### src/rtl/pwm.sv
// rtl/pwm.sv - single-channel PWM generator with a 256-slot period and glitch-free duty update.
// Optional period_start strobe port is enabled by defining PWM_PERIOD_STROBE_EN.
module pwm #(
    parameter int CLK_FREQ_HZ   = 12000000,
    parameter int PWM_PERIOD_US = 20000
) (
    output logic       out,
    input  logic       clk,
    input  logic [7:0] duty,
    input  logic       en,
    input  logic       rst_n
`ifdef PWM_PERIOD_STROBE_EN
    ,
    output logic       period_start
`endif
);

    localparam int PERIOD_TICKS = CLK_FREQ_HZ / 1000000 * PWM_PERIOD_US;
    localparam int SLOT_TICKS   = PERIOD_TICKS / 256;
    localparam int PRE_W        = (SLOT_TICKS > 1) ? $clog2(SLOT_TICKS) : 1;
    localparam logic [PRE_W-1:0] PRE_LAST = PRE_W'(SLOT_TICKS - 1);

    generate
        if (SLOT_TICKS < 1) begin : g_bad_period
            $error("pwm: period shorter than 256 clocks, SLOT_TICKS must be >= 1");
        end
    endgenerate

    logic [PRE_W-1:0] pre_cnt_q, pre_cnt_d;
    logic [7:0]       slot_cnt_q, slot_cnt_d;
    logic [7:0]       duty_q, duty_d;
    logic             out_q, out_d;
    logic             at_start;
    logic [7:0]       duty_eff;

    // The compare uses the value being latched at a period start, so the first
    // cycle of a period already reflects the new duty (no one-clock stale pulse).
    always_comb begin
        at_start   = (pre_cnt_q == '0) && (slot_cnt_q == 8'd0);
        duty_eff   = at_start ? duty : duty_q;
        pre_cnt_d  = pre_cnt_q;
        slot_cnt_d = slot_cnt_q;
        duty_d     = duty_q;
        out_d      = 1'b0;
        if (!en) begin
            pre_cnt_d  = '0;
            slot_cnt_d = 8'd0;
            duty_d     = duty;
        end else begin
            if (pre_cnt_q == PRE_LAST) begin
                pre_cnt_d  = '0;
                slot_cnt_d = slot_cnt_q + 8'd1;
            end else begin
                pre_cnt_d  = pre_cnt_q + PRE_W'(1);
            end
            if (at_start) begin
                duty_d = duty;
            end
            out_d = (slot_cnt_q < duty_eff);
        end
    end

    always_ff @(posedge clk or negedge rst_n) begin
        if (!rst_n) begin
            pre_cnt_q  <= '0;
            slot_cnt_q <= 8'd0;
            duty_q     <= 8'd0;
            out_q      <= 1'b0;
        end else begin
            pre_cnt_q  <= pre_cnt_d;
            slot_cnt_q <= slot_cnt_d;
            duty_q     <= duty_d;
            out_q      <= out_d;
        end
    end

    assign out = out_q;

`ifdef PWM_PERIOD_STROBE_EN
    logic strobe_q;

    always_ff @(posedge clk or negedge rst_n) begin
        if (!rst_n) begin
            strobe_q <= 1'b0;
        end else begin
            strobe_q <= en & at_start;
        end
    end

    assign period_start = strobe_q;
`endif

endmodule

### config.mk
export PLATFORM = sky130hd
export DESIGN_NAME = pwm
export DESIGN_NICKNAME = d
export VERILOG_FILES = /design/src/rtl/pwm.sv
export SDC_FILE = /design/constraint.sdc
export NUM_CORES = 1
export LEC_CHECK = 0
export ABC_AREA = 1
export CAP_MARGIN = 20
export CELL_PAD_IN_SITES_DETAIL_PLACEMENT = 0
export CELL_PAD_IN_SITES_GLOBAL_PLACEMENT = 1
export CORE_ASPECT_RATIO = 0.6
export CORE_UTILIZATION = 39
export CTS_CLUSTER_DIAMETER = 120
export CTS_CLUSTER_SIZE = 8
export DETAILED_ROUTE_END_ITERATION = 8
export GPL_TIMING_DRIVEN = 1
export HOLD_SLACK_MARGIN = 0.08
export PLACE_DENSITY = 0.8
export SLEW_MARGIN = 20
export SYNTH_ARGS = -nofsm -noshare
export SYNTH_HDL_FRONTEND = slang
export SYNTH_SLANG_ARGS = --single-unit
### constraint.sdc
create_clock -name clk -period 1.95 [get_ports clk]
set_input_delay 0.195 -clock clk [delete_from_list [all_inputs] [get_ports clk]]
set_output_delay 0.195 -clock clk [all_outputs]
set_load 0.005 [all_outputs]
## After elaboration in Yosys (flattened, before gate mapping)

Cells that the tools add are included.

| storage, ports and cells | value |
|---|---|
| register bits after elaboration | 27 |
| bits of input ports | 11 |
| output and inout bits | 1 |
| logic and storage cells | 19 |

| cells by class | value |
|---|---|
| add/sub/neg operators | 2 |
| magnitude comparators | 1 |
| eq/ne operators | 2 |
| muxes and demuxes | 7 |
| reductions and logical operators | 3 |

Operator list:

| cell | count |
|---|---|
| two-way mux 8 bit | 4 |
| two-way mux 10 bit | 2 |
| adder 10 x 1 -> 10 bit, second input constant | 1 |
| == test 10 bit, second input constant | 1 |
| zero test 10 bit | 1 |
| adder 8 x 1 -> 8 bit, second input constant | 1 |
| zero test 8 bit | 1 |
| less-than comparator 8 bit | 1 |
| != test 2 x 1 -> 1 bit, second input constant | 1 |
| logical AND 1 bit | 1 |
| two-way mux 1 bit | 1 |

## Logic depth before layout (Yosys ltp)

| logic depth | value |
|---|---|
| depth after elaboration | 5 |
| depth in mapped cells | 14 |
| mapped depth without buffers | 14 |

## Worst setup path before layout

Ideal clock, no wire load.

| timing | value |
|---|---|
| kind | register -> register |
| from | register pre_cnt_q[0] |
| to | register out_q, in the netlist out |
| data arrival time | 1.876 ns |
| required time | 1.873 ns |
| path slack | -0.003 ns |
| stages on the path, launching flop included | 13 |
| buffers on the path | 0 |
| period minus slack after synthesis | 1.953 ns |
| cells stage by stage | dfrtp_1 -> inv_1 -> ha_1 -> inv_1 -> nor2_1 -> nand2_1 -> nor2_2 -> nand2_4 -> mux2i_1 -> ha_1 -> a211oi_1 -> nand3_1 -> a21oi_1 |

| between the ends | value |
|---|---|
| word-level cells in the longest chain between the ends | 5 |

RTL lines:

| item | line | source |
|---|---|---|
| from (decl) | 29 | `logic [PRE_W-1:0] pre_cnt_q, pre_cnt_d;` |
| from (signal assigned) | 70 | `pre_cnt_q <= pre_cnt_d;` |
| zero test 10 bit | 39 | `at_start = (pre_cnt_q == '0) && (slot_cnt_q == 8'd0);` |
| logical AND 1 bit | 39 |  |
| two-way mux 8 bit | - |  |
| less-than comparator 8 bit | 59 | `out_d = (slot_cnt_q < duty_eff);` |
| two-way mux 1 bit | 45 | `if (!en) begin` |
| named net out_d | 32 | `logic out_q, out_d;` |
| to (signal assigned) | 73 | `out_q <= out_d;` |
| to (decl) | 32 |  |

The timed path passes the listed nets, and every way through them passes these cells.
A chain may end at the register's enable or synchronous reset.

## Worst setup path after layout

| timing | value |
|---|---|
| from | register slot_cnt_q[0] |
| to | register out_q, in the netlist out |

| between the ends | value |
|---|---|
| word-level cells in the longest chain between the ends | 5 |

RTL lines:

| item | line | source |
|---|---|---|
| from (decl) | 30 | `logic [7:0] slot_cnt_q, slot_cnt_d;` |
| from (signal assigned) | 71 | `slot_cnt_q <= slot_cnt_d;` |
| zero test 8 bit | 39 |  |
| logical AND 1 bit | 39 |  |
| two-way mux 8 bit | - |  |
| less-than comparator 8 bit (*) | 59 |  |
| two-way mux 1 bit (*) | 45 |  |
| named net out_d | 32 |  |

The timed path passes the listed nets; every way through them passes the cells marked *.

==> metrics.md <==
| Metric | Value |
|---|---|
| Tmin final | `2.07 ns` |
| Via count | `1377` |
| Die width | `83.9 um` |
| Net Count, Synth | `207` |
| Critical Path AT | `2.28 ns` |
| Clk slew on worst S/H paths | `0.10 ns` |
| Critical path peak fanout | `7` |
| Post-synth cell types | `29` |
| WP data required | `2.16 ns` |
| Register area | `676 sq um` |
| DP Wirelength | `2.72 mm` |
| CP delay by family, top | `simple AND/OR/NAND/NOR gates` |
| Warnings, synthesis | `0` |
| Die area | `4290 sq um` |
| Starting DRT DRC Count | `91` |
| Largest net degree at the start of global routing | `28` |
| Multi-input logic area | `983 sq um` |
| Rel. slew slack | `0.752` |
| WL per Instance | `13.8 um` |
| Cell count after synthesis | `185` |
| Hold_buf cts | `0` |
| Slew @ Worst Pin | `0.368 ns` |
| Syn Area/Cell | `8.49 sq um` |
| Boundary pin count | `12` |
| CTS Root Cell | `clkbuf_8` |
| Number of I/O port buffers | `11` |
| Buffers plus inverters on the worst setup path | `2` |
| Routed WL | `3.88 mm` |
| Die Span Y | `51.2 um` |
| H-tree Lvls | `1` |
| RSZ-0062 raised after global routing | `yes` |
| Final nets | `257` |
| Commonest non-fill, non-tap cells in the layout | `buf_4, nand2_1, dfrtp_1` |
| Part of the Yosys area used for sequential elements | `0.430` |
| Area Growth Syn to Fin | `43.0%` |
| Tcrit/Tclk final | `1.06` |
| Register bit total from synthesis | `27` |
| Initial antenna violation count | `0` |
| DR DRC count | `0` |
| Failing checks | `setup timing` |
| CP Class | `reg2reg` |
| Remaining Overflow, GRT | `0` |
| Crit path capture type | `flip-flop` |
| CTS tree | `done` |
| Clock Latency Late Sink | `0.27 ns` |
| First-pass DRT Iterations | `4` |
| Peak supply drop | `0.301 mV` |
| Std-Cell Rows | `17` |
| Number of global-route vias before repair | `1392` |
| Core area | `3760 sq um` |
| Max Cap Viol | `0` |
| Commonest non-fill, non-tap cell in the layout | `buf_4` |
| CTS Buffer Depth | `2` |
| Antenna Nets Post-Route | `0` |
| Max stage delay on crit path | `0.40 ns` |
| CP max stage cell | `dfrtp_1` |
| Via-to-Cell Ratio | `4.90` |
| Antenna fix cells | `0` |
| Worst path cell trace | `inv_2, ha_4, inv_2, nor2_1, nand2_1, nor2_4, nand2_8, mux2i_4, ha_4, a211oi_4, nand3_2, a21oi_2` |
| First-pass GRT wire length | `6.48 mm` |
| GPL Wtd Cong | `0.888` |
| Post-Syn Area | `1570 sq um` |
| Overall global routing resource usage | `0.198` |
| Fillcell total | `311` |
| CTS Buf Count | `3` |
| Leakage | `1.03 nW` |
| Worst Skew | `0.00235 ns` |
| Clk sinks | `27` |
| Hold Crit Class | `in2async` |
| Final setup vio count | `1` |
| Starting Density | `0.417` |
| Max Slew Vio Count | `0` |
| F_max | `483 MHz` |
| PnR Total Power | `1.39 mW` |
| Total cell area at the placement stage | `1910 sq um` |
| Status | `finished with violations` |
| Final worst slack | `-0.120 ns` |
| Cell area after layout | `2250 sq um` |
| Final hold violations | `0` |
| Layout cells sized above 1 | `0.368` |
| PD cells | `618 nW/um^2` |
| Crit path launch type | `flip-flop` |
cell usage after synthesis (all sizes together):
cell type	count	area share
nand3	12	0.045
nor3	6	0.022
a211oi	1	0.0048
nor4	2	0.018
o211ai	1	0.0048
xor2	4	0.022
dfrtp	27	0.43
buf	1	0.0048
ha	11	0.088
inv	22	0.053
o31ai	1	0.0048
mux2i	7	0.045
a21oi	7	0.022
nor2	26	0.070
o21ai	13	0.041
nand4	1	0.0040
nor3b	3	0.018
clkbuf	2	0.0048
nand2	37	0.096
clkinv	1	0.0024
metrics by stage:
step	hold slack, ns	worst slack (ns)	TNS, ns	instances	utilization
finish	0.285	-0.120	-0.120	281	0.597
CTS	0.291	-0.145	-0.145	276	0.537
global placement	0.519	-0.0390	-0.0390	265	0.508
detailed placement	0.529	-0.158	-0.158	265	0.508
floorplan	-0.101	0.0121	0	185	-
global route	0.306	-0.237	-0.253	281	0.597
worst register-to-register path, cell delays in order (launching register included):
cell	delay, ns
dfrtp_1	0.40
inv_2	0.08
ha_4	0.13
inv_2	0.03
nor2_1	0.07
nand2_1	0.08
nor2_4	0.19
nand2_8	0.12
mux2i_4	0.22
ha_4	0.24
a211oi_4	0.24
nand3_2	0.10
a21oi_2	0.10
flip-flops by register name, summed over array words and instances, names as in the netlist:
name	cells
duty_q	8
slot_cnt_q	8
out	1
pre_cnt_q	10
path summary, 6_finish.rpt:
kind / start / end / slack, ns / cells after the start
max: slot_cnt_q[0]$_DFFE_PN0P_ / out$_DFF_PN0_ / -0.12 / 12
min: rst_n / pre_cnt_q[7]$_DFF_PN0_ / 0.28 / 2
max reg2reg: slot_cnt_q[0]$_DFFE_PN0P_ / out$_DFF_PN0_ / -0.12 / 12
min reg2reg: pre_cnt_q[0]$_DFF_PN0_ / pre_cnt_q[0]$_DFF_PN0_ / 0.57 / 2
max in group asynchronous: rst_n / duty_q[0]$_DFF_PN0_ / 1.41 / 2
min in group clk: duty[4] / duty_q[4]$_DFF_PN0_ / 0.54 / 3
cell families (layout without fill, tap and decap cells):
| kind of cell | count (synthesis) | after routing | synth area share |
|---|---|---|---|
| adders and majority gates | 11 | 11 | 0.0876 |
| muxes | 7 | 7 | 0.0446 |
| AOI/OAI and AO/OA | 23 | 23 | 0.0781 |
| xor gates and xnor gates | 4 | 4 | 0.0223 |
| and+or+nand+nor | 87 | 87 | 0.273 |
| DFF | 27 | 27 | 0.430 |
| buffers and inverters | 26 | 75 | 0.0645 |
area by class of cell:
| type | count | area share |
|---|---|---|
| Inverter | 23 | 0.0384 |
| Clock inverter | 1 | 0.00223 |
| Multi-Input combinational cell | 132 | 0.438 |
| Timing Repair Buffer | 48 | 0.176 |
| Clock buffer | 3 | 0.0184 |
| Tap cell | 47 | 0.0262 |
| Sequential cell | 27 | 0.301 |
per-layer routing:
| metal | vias up | global-route usage | wire length, um |
|---|---|---|---|
| met3 | 4 | 0.0436 | 100 |
| met2 | 20 | 0.321 | 1750 |
| li1 | 701 | - | - |
| met5 | - | 0 | 0 |
| met4 | 0 | 0.0632 | 46 |
| met1 | 652 | 0.267 | 1990 |
repair_timing:
item / in CTS / in global routing
resized for setup: 3 / 40
setup endpoints to repair: 1 / 2
pin swaps: 3 / 11
cloned: 0 / 0
buffers inserted: 7 / 5
report_power, final:
group | internal, mW | switching (mW) | total (mW)
combinational | 0.235 | 0.212 | 0.447
sequential | 0.593 | 0.0196 | 0.613
clock | 0.143 | 0.184 | 0.328
total | 0.972 | 0.416 | 1.39
Note: power is estimated with default switching activity, not from simulation.
